## config.mk

```make
export PLATFORM = sky130hd
export DESIGN_NAME = conv_encoder
export DESIGN_NICKNAME = d
export VERILOG_FILES = /design/src/rtl/conv_code_pkg.sv /design/src/rtl/conv_branch_out.sv /design/src/rtl/conv_encoder.sv
export SDC_FILE = /design/constraint.sdc
export NUM_CORES = 1
export LEC_CHECK = 0
export CORE_UTILIZATION = 40
export DETAILED_ROUTE_END_ITERATION = 8
export DONT_BUFFER_PORTS = 1
export PLACE_DENSITY = 0.62
export SETUP_SLACK_MARGIN = 0.15
export SYNTH_ARGS = -nofsm -noshare
export SYNTH_HDL_FRONTEND = slang
export SYNTH_SLANG_ARGS = --single-unit
```

## constraint.sdc

```tcl
create_clock -name clk -period 3 [get_ports clk]
set_input_delay 0.3 -clock clk [delete_from_list [all_inputs] [get_ports clk]]
set_output_delay 0.3 -clock clk [all_outputs]
set_load 0.03 [all_outputs]
```

## src/rtl/conv_code_pkg.sv

```systemverilog
// Shared constants, FSM state type and branch-output helper for the
// K=3, rate-1/2 convolutional code (G0=7, G1=5 octal). The Viterbi decoder
// branch metric units use the same constants.
package conv_code_pkg;

    localparam int         CONV_K      = 3;
    localparam logic [2:0] CONV_G0     = 3'b111;
    localparam logic [2:0] CONV_G1     = 3'b101;
    localparam int         CONV_DATA_W = 8;

    typedef enum logic [1:0] {
        ST_IDLE   = 2'd0,
        ST_ENCODE = 2'd1,
        ST_HOLD   = 2'd2
    } conv_state_t;

    // Coded bit pair {c0,c1} for input bit u leaving trellis state {s1,s0}.
    function automatic logic [1:0] conv_branch(input logic u, input logic s1, input logic s0);
        logic [2:0] taps;
        taps = {u, s1, s0};
        return {^(CONV_G0 & taps), ^(CONV_G1 & taps)};
    endfunction

endpackage

```

## src/rtl/conv_branch_out.sv

```systemverilog
// Combinational branch output of the convolutional code:
// {u,s1,s0} -> {c0,c1}, with c0 from generator G0 and c1 from G1.
module conv_branch_out
    import conv_code_pkg::*;
#(
    parameter logic [2:0] G0 = CONV_G0,
    parameter logic [2:0] G1 = CONV_G1
) (
    input  logic       i_u,
    input  logic       i_s1,
    input  logic       i_s0,
    output logic [1:0] o_pair
);

    logic [2:0] w_taps;

    // Parity of the tapped register bits for each generator.
    always_comb begin
        w_taps = {i_u, i_s1, i_s0};
        o_pair = {^(G0 & w_taps), ^(G1 & w_taps)};
    end

endmodule

```

## src/rtl/conv_encoder.sv

```systemverilog
// Rate-1/2, K=3 convolutional encoder. One DATA_W-bit message per
// transaction is encoded MSB first from trellis state 00; the codeword is
// presented with the first coded pair in the top two bits.
//
// Handshake: a transfer happens on a rising edge where valid and ready are
// both high on that side; valid_out stays high with data_out stable until
// ready_in is seen, and ready_out is only high in IDLE.
//
// Optional feature macro: CONV_ENCODER_ERR_INJECT_EN adds port err_mask,
// captured with data_in and XORed into the codeword as it enters HOLD.
module conv_encoder
    import conv_code_pkg::*;
#(
    parameter int         DATA_W = CONV_DATA_W,
    parameter logic [2:0] G0     = CONV_G0,
    parameter logic [2:0] G1     = CONV_G1
) (
    input  logic                  clk,
    input  logic                  rst,
    input  logic                  valid_in,
    output logic                  ready_out,
    input  logic [DATA_W-1:0]     data_in,
`ifdef CONV_ENCODER_ERR_INJECT_EN
    input  logic [2*DATA_W-1:0]   err_mask,
`endif
    output logic                  valid_out,
    input  logic                  ready_in,
    output logic [2*DATA_W-1:0]   data_out,
    output logic                  busy
);

    localparam int                CNT_W = (DATA_W > 1) ? $clog2(DATA_W) : 1;
    localparam logic [CNT_W-1:0]  LAST  = CNT_W'(DATA_W - 1);

    conv_state_t          r_state;
    conv_state_t          w_next;
    logic [DATA_W-1:0]    r_msg;
    logic [1:0]           r_trellis;
    logic [CNT_W-1:0]     r_cnt;
    logic [2*DATA_W-1:0]  r_code;
    logic [1:0]           w_pair;
    logic                 w_accept;
    logic                 w_last;
`ifdef CONV_ENCODER_ERR_INJECT_EN
    logic [2*DATA_W-1:0]  r_mask;
`endif

    assign w_accept = (r_state == ST_IDLE) && valid_in;
    assign w_last   = (r_state == ST_ENCODE) && (r_cnt == LAST);
    assign data_out = r_code;

    conv_branch_out #(
        .G0 (G0),
        .G1 (G1)
    ) u_branch (
        .i_u    (r_msg[DATA_W-1]),
        .i_s1   (r_trellis[1]),
        .i_s0   (r_trellis[0]),
        .o_pair (w_pair)
    );

    // FSM state register.
    always_ff @(posedge clk or negedge rst) begin
        if (!rst) r_state <= ST_IDLE;
        else      r_state <= w_next;
    end

    // Next-state decode and handshake/status outputs.
    always_comb begin
        w_next    = r_state;
        ready_out = 1'b0;
        valid_out = 1'b0;
        busy      = 1'b0;
        case (r_state)
            ST_IDLE: begin
                ready_out = 1'b1;
                if (valid_in) w_next = ST_ENCODE;
            end
            ST_ENCODE: begin
                busy = 1'b1;
                if (r_cnt == LAST) w_next = ST_HOLD;
            end
            ST_HOLD: begin
                busy      = 1'b1;
                valid_out = 1'b1;
                if (ready_in) w_next = ST_IDLE;
            end
            default: w_next = ST_IDLE;
        endcase
    end

    // Message capture and bit-serial encoding datapath.
    always_ff @(posedge clk or negedge rst) begin
        if (!rst) begin
            r_msg     <= '0;
            r_trellis <= 2'b00;
            r_cnt     <= '0;
            r_code    <= '0;
`ifdef CONV_ENCODER_ERR_INJECT_EN
            r_mask    <= '0;
`endif
        end else if (w_accept) begin
            r_msg     <= data_in;
            r_trellis <= 2'b00;
            r_cnt     <= '0;
`ifdef CONV_ENCODER_ERR_INJECT_EN
            r_mask    <= err_mask;
`endif
        end else if (r_state == ST_ENCODE) begin
`ifdef CONV_ENCODER_ERR_INJECT_EN
            r_code    <= {r_code[2*DATA_W-3:0], w_pair} ^ (w_last ? r_mask : '0);
`else
            r_code    <= {r_code[2*DATA_W-3:0], w_pair};
`endif
            r_msg     <= {r_msg[DATA_W-2:0], 1'b0};
            r_trellis <= {r_msg[DATA_W-1], r_trellis[1]};
            r_cnt     <= r_cnt + 1'b1;
        end
    end

endmodule

```

==> out/summary.log, run 1 <==
[clock_tree] clock network latency to the later pin of the worst-skew pair 0.32 ns
[layout] layout-stage area growth over the synthesis result 7.96%
[layout] Layout Nets 126
[floorplan] Std-Cell Rows 20
[run_status] outcome complete, no violations
[yosys] Synthesis Warnings 0
[clock_tree] number of buffers between clock root and the deepest sink 2
[yosys] synthesized netlist net count 123
[route] Initial DRT Pass Iterations 4
[clock_tree] H-tree Lvls 2
[yosys] total standard cell area after synthesis 1350 µm²
[layout] antenna diode count 0
[clock_tree] clock tree from TritonCTS yes
[layout] leading cell types in the layout, fill and taps excluded dfrtp_1 (31), mux2_2 (17), mux2i_1 (11)
[timing] clock skew 0.0105 ns
[grt] vias in the first global route 811
[placed_design] HPWL Detailed 1400 µm
[critical_path] critical-path cell list inv_1 -> ha_1 -> a222oi_1 -> mux2_2
[route] count of routing violations after the opening detailed-route iteration 45
[clock_tree] TritonCTS Buffers 5
[layout] final core utilization 46.6%
[floorplan] Die Width 60.1 µm
[job] MaxCap Viol Count 0
[grt] initial antenna violation count 0
[route] Routed Antenna Nets 0
[yosys] number of distinct library cells after synthesis 16
[placed_design] number of port buffers 0
[critical_path] register-to-register setup slack 1.04 ns
[critical_path] category of the worst setup path launch point flip-flop
[critical_path] Req. time, crit path 3.20 ns
[floorplan] die extent in y 60.1 µm
[timing] unrepaired setup endpoints after global routing false
[critical_path] type of the setup path with the least slack reg -> reg
[hold_path] min-delay worst type in -> reg
[timing] final count of pins violating max slew 0
[floorplan] die outline area 3610 µm²
[route] drt via density 5.05
[yosys] synthesized netlist cell count 105
[yosys] fraction of the yosys area taken by sequential cells 57.4%
[critical_path] cell with the biggest individual delay on the critical path a222oi_1
[floorplan] Initial Utilization 43.2%
[route] routed wire length 2070 µm
[timing] post-route clock period utilization 65.3%
[layout] leading cell type in the layout, fill and taps excluded dfrtp_1
[timing] top achievable clock speed 511 MHz
[grt] wire length of the first global-routing pass 3500 µm
[clock_tree] clock-pin transition on the worst setup and hold timing paths 0.09 ns
[timing] Final Hold Slack 0.102 ns
[critical_path] delay of the slowest critical-path stage 0.55 ns
[timing] final count of negative-setup-slack endpoints 0
[timing] crit path time final 1.96 ns
[timing] Worst Max-Slew Pin Slew 0.791 ns
[critical_path] CP Max Fanout 14
[clock_tree] total clock sinks 31
[timing] Worst slew margin 47.3%
[timing] Final Hold Violating Endpoints 0
[critical_path] Critical Path Sink Type flip-flop
[grt] total routing usage reported by global routing 13.8%
[floorplan] Floorplan Core Area 3130 µm²
[yosys] number of flip-flops and latches in the synthesized netlist 31
[critical_path] Worst Path Arrival 2.16 ns
[timing] Final TNS setup 0 ns
[grt] maximum number of pins on one net before global-route repair 32
[route] number of remaining DRC errors 0
[layout] layout cells sized above 1 23.1%
[yosys] mean post-synth cell area 12.9 µm²
[grt] global-route congestion overflow total 0
[route] post-DR wirelength/cell 13.6 µm
[route] count of vias placed by the detailed router 768
[placed_design] placer's final routability congestion estimate 0.657
[floorplan] IO Pins 31
[clock_tree] clock tree root buffer cell clkbuf_4
path summary, 6_finish.rpt:
kind                             from          end  cells after the start
hold / removal             data_in[0]     r_msg[0]                      2
max in group asynchronous         rst   r_state[0]                      2
hold reg to reg              r_cnt[2]     r_cnt[2]                      2
setup / recovery           r_state[1]   r_state[1]                      4
min in group asynchronous         rst  data_out[2]                      2
setup reg to reg           r_state[1]   r_state[1]                      4
kinds of logic after synthesis:
group | Yosys count | share of synthesized area, %
AOI/OAI and AO/OA | 10 | 4.07
buffers and inverters | 11 | 3.89
xor gates and xnor gates | 3 | 1.94
muxes | 28 | 22.3
adders and majority gates | 6 | 5.56
and+or+nand+nor | 16 | 4.82
DFF | 31 | 57.4
critical path: cells and delay by family (launching register included):
family                     cells  cell delay, ns
AOI/OAI and AO/OA              1            0.55
adders and majority gates      1            0.45
DFF                            1            0.38
muxes                          1            0.38
buffers and inverters          1            0.09
per-layer routing:
layer / wire length (µm) / up-vias / GRT usage [%] / part of all wire [%]
li1: - / 356 / - / -
met1: 959 / 389 / 15.3 / 46
met2: 994 / 21 / 21.8 / 48
met3: 98 / 2 / 6.28 / 4.7
met4: 19 / 0 / 7.97 / 0.92
met5: 0 / - / 0 / 0
what timing repair did:
action                    in CTS  in global routing
buffers inserted               0                  0
hold endpoints to repair      31                  0
hold buffers                   2                  0
gates resized for setup        0                  0
synth_stat cells:
cell | instances | area share, %
a21oi_1 | 1 | 0.37
o21ai_0 | 8 | 3.0
ha_1 | 6 | 5.6
nand2_1 | 8 | 2.2
buf_6 | 1 | 0.83
nor2_1 | 6 | 1.7
xnor2_1 | 3 | 1.9
clkbuf_1 | 2 | 0.56
dfrtp_1 | 31 | 57
inv_1 | 5 | 1.4
a222oi_1 | 1 | 0.74
and2_1 | 1 | 0.46
mux2i_1 | 11 | 8.1
nand2b_1 | 1 | 0.46
mux2_2 | 17 | 14
buf_2 | 3 | 1.1
layout make-up:
| class | instances | area, µm² |
|---|---|---|
| clock inverter | 1 | 5.00 |
| multi-input combinational | 63 | 523 |
| clock buffer | 6 | 51.3 |
| tap | 44 | 55.1 |
| fill | 295 | 1670 |
| timing repair buffer | 2 | 30.0 |
| sequential | 31 | 776 |
| inverter | 5 | 18.8 |
registers in the layout (all words and copies together) (netlist names):
signal and count:
r_msg 8, data_out 16, r_cnt 3, r_trellis 2
r_state 2
metrics by stage:
| step | worst slack (ns) | instances | cell area [µm²] |
|---|---|---|---|
| floorplan | 1.38 | 105 | 1350 |
| global placement | 1.17 | 143 | 1370 |
| detailed placement | 1.05 | 143 | 1370 |
| CTS | 1.03 | 152 | 1460 |
| global route | 0.918 | 152 | 1460 |
| finish | 1.04 | 152 | 1460 |
Power of run 1 is not shown: default switching activity piles up to over one toggle a cycle in this logic, so the estimate is an artifact.
==> run 2, diff against run 1 <==
--- a/config.mk
+++ b/config.mk
@@ -8,7 +8,7 @@
 export CORE_UTILIZATION = 40
 export DETAILED_ROUTE_END_ITERATION = 8
 export DONT_BUFFER_PORTS = 1
-export PLACE_DENSITY = 0.62
+export PLACE_DENSITY = 0.64
 export SETUP_SLACK_MARGIN = 0.15
 export SYNTH_ARGS = -nofsm -noshare
 export SYNTH_HDL_FRONTEND = slang
==> constraint.sdc (replaced) <==
create_clock -name clk -period 1.7 [get_ports clk]
set_input_delay 0.17 -clock clk [delete_from_list [all_inputs] [get_ports clk]]
set_output_delay 0.17 -clock clk [all_outputs]
set_load 0.03 [all_outputs]
==> run 2 against run 1 <==
Effect of this change:
- final area increased by 13%
- critical path type unchanged
- via count rose by 5.9%
- clock skew down 0.0078 ns
- sequential share of layout area down 5.9 points
- critical endpoint is now r_state[0]
- largest cell class unchanged
- worst hold slack better by 0.098 ns
- non-clock buffer count rose by 15
- die area unchanged
- sequential cell count stayed put
==> out/summary.log, run 2 (synthesis results as in run 1) <==
[run_status] outcome complete, no violations [unchanged]
[placed_design] placer's final routability congestion estimate 0.634 [was 0.657]
[route] post-DR wirelength/cell 12.7 µm [was 13.6 µm]
[floorplan] Floorplan Core Area 3130 µm² [unchanged]
[grt] maximum number of pins on one net before global-route repair 32 [unchanged]
[timing] Final TNS setup 0 ns [unchanged]
[grt] global-route congestion overflow total 0 [unchanged]
[power] highest ir drop seen on vdd 1.11 mV
[clock_tree] total clock sinks 31 [unchanged]
[critical_path] delay of the slowest critical-path stage 0.45 ns [was 0.55 ns]
[route] count of vias placed by the detailed router 813 [was 768]
[route] routed wire length 2130 µm [was 2070 µm]
[hold_path] instance count along the most critical hold path 2 [unchanged]
[layout] final core utilization 52.5% [was 46.6%]
[placed_design] placed instance count 149 [was 143]
[grt] vias in the first global route 851 [was 811]
[layout] max reg flops 16 [unchanged]
[timing] Final Hold Violating Endpoints 0 [unchanged]
[power] leak pwr 0.736 nW
[power] Total Power 3.67 mW
[clock_tree] clock-pin transition on the worst setup and hold timing paths 0.09 ns [about the same]
[clock_tree] clock tree root buffer cell clkbuf_4 [unchanged]
[floorplan] die extent in y 60.1 µm [unchanged]
[layout] leading cell type in the layout, fill and taps excluded dfrtp_1 [unchanged]
[layout] Layout Cells excl Fill 168 [was 152]
[job] MaxCap Viol Count 0 [unchanged]
[critical_path] FF-to-FF path depth 5 [was 4]
[clock_tree] clock tree from TritonCTS yes [unchanged]
[layout] Layout Nets 141 [was 126]
[critical_path] cell with the biggest individual delay on the critical path a222oi_1 [unchanged]
[critical_path] Critical Path Sink Type flip-flop [unchanged]
[critical_path] critical-path cell list ha_1 -> ha_1 -> inv_1 -> a222oi_1 -> mux2_2 [was inv_1 -> ha_1 -> a222oi_1 -> mux2_2]
[grt] total routing usage reported by global routing 14.5% [was 13.8%]
[floorplan] Die Width 60.1 µm [unchanged]
[floorplan] Std-Cell Rows 20 [unchanged]
[route] drt via density 4.84 [was 5.05]
[clock_tree] TritonCTS Buffers 5 [unchanged]
[clock_tree] H-tree Lvls 2 [unchanged]
[clock_tree] number of buffers between clock root and the deepest sink 2 [unchanged]
[hold_path] min-delay worst type in -> reg [unchanged]
[timing] final count of pins violating max slew 0 [unchanged]
[critical_path] Worst Path Arrival 1.87 ns [was 2.16 ns]
[critical_path] Req. time, crit path 1.92 ns [was 3.20 ns]
[critical_path] category of the worst setup path launch point flip-flop [unchanged]
[timing] Worst slew margin 69.4% [was 47.3%]
[timing] Worst Max-Slew Pin Slew 0.459 ns [was 0.791 ns]
[floorplan] IO Pins 31 [unchanged]
[placed_design] standard cell area after detailed placement 1440 µm² [was 1370 µm²]
[placed_design] HPWL Detailed 1460 µm [was 1400 µm]
[critical_path] most used cell, CP ha_1
[layout] antenna diode count 0 [unchanged]
[timing] unrepaired setup endpoints after global routing true [was false]
[layout] layout-stage area growth over the synthesis result 21.5% [was 7.96%]
[timing] top achievable clock speed 606 MHz [was 511 MHz]
[route] Initial DRT Pass Iterations 4 [unchanged]
[critical_path] CP Max Fanout 2 [was 14]
[timing] post-route clock period utilization 97.0% [was 65.3%]
[power] power per cell area 2230 nW/µm²
[route] number of remaining DRC errors 0 [unchanged]
[layout] post-layout instance area 1640 µm² [was 1460 µm²]
[route] count of routing violations after the opening detailed-route iteration 28 [was 45]
[floorplan] die outline area 3610 µm² [unchanged]
[critical_path] type of the setup path with the least slack reg -> reg [unchanged]
[timing] clock skew 0.00268 ns [was 0.0105 ns]
[grt] wire length of the first global-routing pass 3620 µm [was 3500 µm]
[route] Routed Antenna Nets 0 [unchanged]
[clock_tree] clock network latency to the later pin of the worst-skew pair 0.33 ns [was 0.32 ns]
[floorplan] Initial Utilization 43.2% [unchanged]
[timing] crit path time final 1.65 ns [was 1.96 ns]
[layout] leading cell types in the layout, fill and taps excluded dfrtp_1 (31), mux2_2 (17), mux2i_1 (11) [unchanged]
[placed_design] number of port buffers 0 [unchanged]
[layout] layout cells sized above 1 29.0% [was 23.1%]
[grt] initial antenna violation count 0 [unchanged]
[clock_tree] # resized after CTS 0 [unchanged]
[timing] final count of negative-setup-slack endpoints 0 [unchanged]
==> run 2: changes by cell type in the layout (fill, tap and decap cells not counted) <==
cell	previous run	this run
bufinv_16	0	1
ha_2	0	3
dlygate4sd3_1	1	9
ha_1	6	3
buf_4	0	6
buf_12	1	2
==> run 2: metal layers <==
layer | vias up | share of wire (%) | track usage, %
met5 | - | 0 | 0
met4 | 0 | 1.5 | 7.97
met3 | 4 | 7.0 | 8.23
li1 | 391 | - | -
met2 | 25 | 48 | 22.3
met1 | 393 | 43 | 15.7
==> run 2: per-stage QoR <==
step / setup slack (ns) / hold WS [ns]
floorplan: 0.132 / -0.126
global placement: 0.127 / -0.125
detailed placement: 0.0194 / -0.125
CTS: 0.0251 / 0.197
global route: -0.0515 / 0.208
finish: 0.0509 / 0.200
==> run 2: timing repair <==
action,4_1_cts,5_1_grt
cloned,0,0
endpoints found under the setup margin,2,2
pin swaps,1,0
setup buffers,1,0
hold buffers,10,0
endpoints found under the hold margin,39,0
==> run 2: power by group <==
group | internal (mW) | switching, mW
combinational | 0.722 | 0.601
sequential | 1.10 | 0.650
clock | 0.347 | 0.246
total | 2.17 | 1.50
==> run 2: final cells by class <==
type	count	area, µm²
Clock inverter	2	35.0
Clock buffer	6	51.3
Timing Repair Buffer	17	175
Multi-Input combinational cell	63	531
Tap cell	44	55.1
Fill cell	283	1490
Sequential cell	31	776
Inverter	5	18.8
==> run 2: worst paths after layout <==
path                          start         end  slack (ns)
max                        r_cnt[1]  r_state[0]        0.05
min reg2reg                r_cnt[2]    r_cnt[2]        0.55
max in group asynchronous       rst    r_msg[5]        1.25
min in group asynchronous       rst    r_msg[0]        0.29
min                        valid_in    r_cnt[1]        0.20
max reg2reg                r_cnt[1]  r_state[0]        0.05
==> run 2: critical path: cells and delay by family, from the launching register on <==
family	cells	cell delay [ns]
compound gates	1	0.45
fa+ha+maj	2	0.30
flops	1	0.37
buf+inv	1	0.04
mux	1	0.39
No activity file was read; power rests on OpenSTA's default activity.
==> run 3, diff against run 2 <==
--- a/config.mk
+++ b/config.mk
@@ -5,10 +5,12 @@
 export SDC_FILE = /design/constraint.sdc
 export NUM_CORES = 1
 export LEC_CHECK = 0
-export CORE_UTILIZATION = 40
+export CAP_MARGIN = 5
+export CORE_MARGIN = 2
+export CORE_UTILIZATION = 45
 export DETAILED_ROUTE_END_ITERATION = 8
 export DONT_BUFFER_PORTS = 1
-export PLACE_DENSITY = 0.64
+export PLACE_DENSITY = 0.7
 export SETUP_SLACK_MARGIN = 0.15
 export SYNTH_ARGS = -nofsm -noshare
 export SYNTH_HDL_FRONTEND = slang
==> run 3 against run 2 <==
Effect of this change:
- the run now ends with DRC left
- core utilization grew 5.1 points
- sequential power is essentially flat
- worst setup slack gained 0.063 ns
- critical endpoint is now r_state[1]
- largest power group unchanged
==> out/summary.log, run 3 (synthesis results as in run 1) <==
[critical_path] most used cell, CP ha_1 [unchanged]
[clock_tree] clock tree from TritonCTS yes [unchanged]
[power] leak pwr 0.727 nW [was 0.736 nW]
[timing] Final TNS setup 0 ns [unchanged]
[power] cell internal pwr 2.07 mW [was 2.17 mW]
[route] post-DR wirelength/cell 13.9 µm [was 12.7 µm]
[grt] global-route congestion overflow total 0 [unchanged]
[layout] layout cells sized above 1 29.8% [was 29.0%]
[route] number of remaining DRC errors 1 [was 0]
[clock_tree] total clock sinks 31 [unchanged]
[route] drt via density 5.13 [was 4.84]
[placed_design] placed instance count 135 [was 149]
[power] sequential power share 49.0% [was 47.8%]
[timing] Worst slew margin 74.2% [was 69.4%]
[placed_design] worst slack at placement 0.0633 ns [was 0.0194 ns]
[layout] antenna diode count 0 [unchanged]
[timing] top achievable clock speed 630 MHz [was 606 MHz]
[floorplan] die extent in y 58.8 µm [was 60.1 µm]
[route] Routed Antenna Nets 0 [unchanged]
[timing] worst path setup slack after routing 0.114 ns [was 0.0509 ns]
[clock_tree] TritonCTS Buffers 5 [unchanged]
[timing] clock skew 0.00667 ns [was 0.00268 ns]
[critical_path] critical-path cell list ha_1 -> ha_1 -> inv_1 -> a222oi_1 -> mux2_2 [unchanged]
[power] switching share of power 41.9% [was 40.8%]
[route] Initial DRT Pass Iterations 6 [was 4]
[clock_tree] clock tree root buffer cell clkbuf_4 [unchanged]
[route] routed wire length 2160 µm [was 2130 µm]
[power] combinational share of power 37.3% [was 36.1%]
[clock_tree] clock-pin transition on the worst setup and hold timing paths 0.10 ns [was 0.09 ns]
[critical_path] Worst path top cell family by delay compound AO/OA/AOI/OAI gates [unchanged]
[job] MaxCap Viol Count 0 [unchanged]
[route] count of routing violations after the opening detailed-route iteration 16 [was 28]
[run_status] outcome finished, violations left [was complete, no violations]
[layout] max reg flops 16 [unchanged]
[critical_path] Worst Path Buf+Inv 1 [unchanged]
[clock_tree] clock network latency to the later pin of the worst-skew pair 0.32 ns [was 0.33 ns]
[timing] Worst Max-Slew Pin Slew 0.387 ns [was 0.459 ns]
[critical_path] CP Max Fanout 2 [unchanged]
[power] net switching power 1.50 mW [about the same]
[critical_path] Req. time, crit path 1.92 ns [about the same]
[run_status] failing checks DRC
[layout] leading cell type in the layout, fill and taps excluded dfrtp_1 [unchanged]
[critical_path] Worst Path Arrival 1.81 ns [was 1.87 ns]
[placed_design] number of port buffers 0 [unchanged]
[critical_path] cell with the biggest individual delay on the critical path a222oi_1 [unchanged]
[timing] unrepaired setup endpoints after global routing true [unchanged]
[placed_design] placer's final routability congestion estimate 0.635 [was 0.634]
[route] routed wire length on met3 160 µm [was 149 µm]
[clock_tree] number of buffers between clock root and the deepest sink 2 [unchanged]
[hold_path] min-delay worst type in -> reg [unchanged]
[grt] vias in the first global route 872 [was 851]
[timing] final count of negative-setup-slack endpoints 0 [unchanged]
[route] top routing layer used met4 [unchanged]
[power] highest ir drop seen on vdd 1.66 mV [was 1.11 mV]
[route] count of vias placed by the detailed router 795 [was 813]
[timing] final count of pins violating max slew 0 [unchanged]
[floorplan] Die Width 58.8 µm [was 60.1 µm]
[route] routed wl met2 1090 µm [was 1030 µm]
[critical_path] delay of the slowest critical-path stage 0.39 ns [was 0.45 ns]
[clock_tree] H-tree Lvls 2 [unchanged]
[critical_path] category of the worst setup path launch point flip-flop [unchanged]
[grt] wire length of the first global-routing pass 3780 µm [was 3620 µm]
[floorplan] Initial Utilization 48.2% [was 43.2%]
[floorplan] Std-Cell Rows 19 [was 20]
[layout] layout-stage area growth over the synthesis result 19.6% [was 21.5%]
[layout] Layout Cells excl Fill 155 [was 168]
[grt] total routing usage reported by global routing 15.0% [was 14.5%]
[placed_design] HPWL Detailed 1470 µm [was 1460 µm]
[timing] crit path time final 1.59 ns [was 1.65 ns]
[floorplan] Floorplan Core Area 2810 µm² [was 3130 µm²]
[floorplan] IO Pins 31 [unchanged]
[critical_path] Critical Path Sink Type flip-flop [unchanged]
[grt] initial antenna violation count 0 [unchanged]
[route] routed metal-1 wirelength 858 µm [was 914 µm]
[timing] post-route clock period utilization 93.3% [was 97.0%]
[grt] maximum number of pins on one net before global-route repair 32 [unchanged]
[power] power per cell area 2210 nW/µm² [was 2230 nW/µm²]
[floorplan] die outline area 3460 µm² [was 3610 µm²]
[critical_path] type of the setup path with the least slack reg -> reg [unchanged]
[layout] leading cell types in the layout, fill and taps excluded dfrtp_1 (31), mux2_2 (17), mux2i_1 (11) [unchanged]
[power] clock share of power 13.7% [was 16.2%]
[layout] Layout Nets 141 [unchanged]
[timing] Final Hold Violating Endpoints 0 [unchanged]
[run 3: cell count changes in the layout (fill, tap and decap cells not counted)]
cell / before / now
clkbuf_8: 1 / 2
bufinv_16: 1 / 0
buf_4: 6 / 5
and2_1: 1 / 0
and2_2: 0 / 1
clkinv_2: 1 / 0
clkinvlp_4: 0 / 1
buf_6: 0 / 1
[run 3: power groups by stage]
stage | clock [mW] | sequential, mW | combinational (mW)
floorplan | 0 | 1.70 | 1.09
CTS | 0.515 | 1.76 | 1.34
detailed placement | 0 | 1.78 | 1.27
finish | 0.491 | 1.75 | 1.33
global placement | 0 | 1.76 | 1.21
global route | 0.548 | 1.81 | 1.49
[run 3: worst paths after layout]
kind                               start          end  slack, ns  cells past startpoint
worst min register to register  r_msg[0]     r_msg[0]       0.56                      2
min in group asynchronous            rst  data_out[3]       0.28                      2
worst max-delay path            r_cnt[1]   r_state[1]       0.11                      5
max in group asynchronous            rst     r_cnt[2]       1.26                      2
worst min-delay path            valid_in     r_cnt[0]       0.14                      2
worst max register to register  r_cnt[1]   r_state[1]       0.11                      5
[run 3: timing repair]
| item | CTS | global route |
|---|---|---|
| cloned | 0 | 0 |
| endpoints found under the setup margin | 2 | 5 |
| endpoints found under the hold margin | 39 | 0 |
| hold buffers | 10 | 0 |
| setup buffers | 2 | 0 |
| pin swaps | 1 | 0 |
| gates resized for setup | 0 | 2 |
[run 3: worst reg2reg max path, delay by kind of cell, from the launching register on]
family | cells | cell delay, ns
muxes | 1 | 0.39
DFF | 1 | 0.36
adders and majority gates | 2 | 0.29
AOI/OAI and AO/OA | 1 | 0.39
buffers and inverters | 1 | 0.04
[run 3: routing by layer]
metal  vias to the layer above  GRT usage (%)
li1                        389              -
met1                       377           16.0
met2                        24           25.2
met3                         5           6.37
met4                         0           7.79
met5                         -              0
[run 3: cell type report]
cell class / count / area, µm²
clock buffer: 7 / 65.1
clock inverter: 1 / 7.51
sequential: 31 / 776
inverter: 5 / 18.8
multi-input combinational: 63 / 532
tap: 31 / 38.8
fill: 236 / 1190
timing repair buffer: 17 / 179
[run 3: stage by stage]
| stage | hold slack [ns] | util (%) | cell area [µm²] | total power [mW] |
|---|---|---|---|---|
| after CTS | 0.205 | 57.4 | 1610 | 3.61 |
| after detailed placement | -0.125 | 50.4 | 1410 | 3.05 |
| final | 0.143 | 57.6 | 1620 | 3.57 |
| after global placement | -0.124 | 50.4 | 1410 | 2.97 |
| after global routing | 0.155 | 57.6 | 1620 | 3.84 |
| after floorplan | -0.126 | - | 1360 | 2.79 |
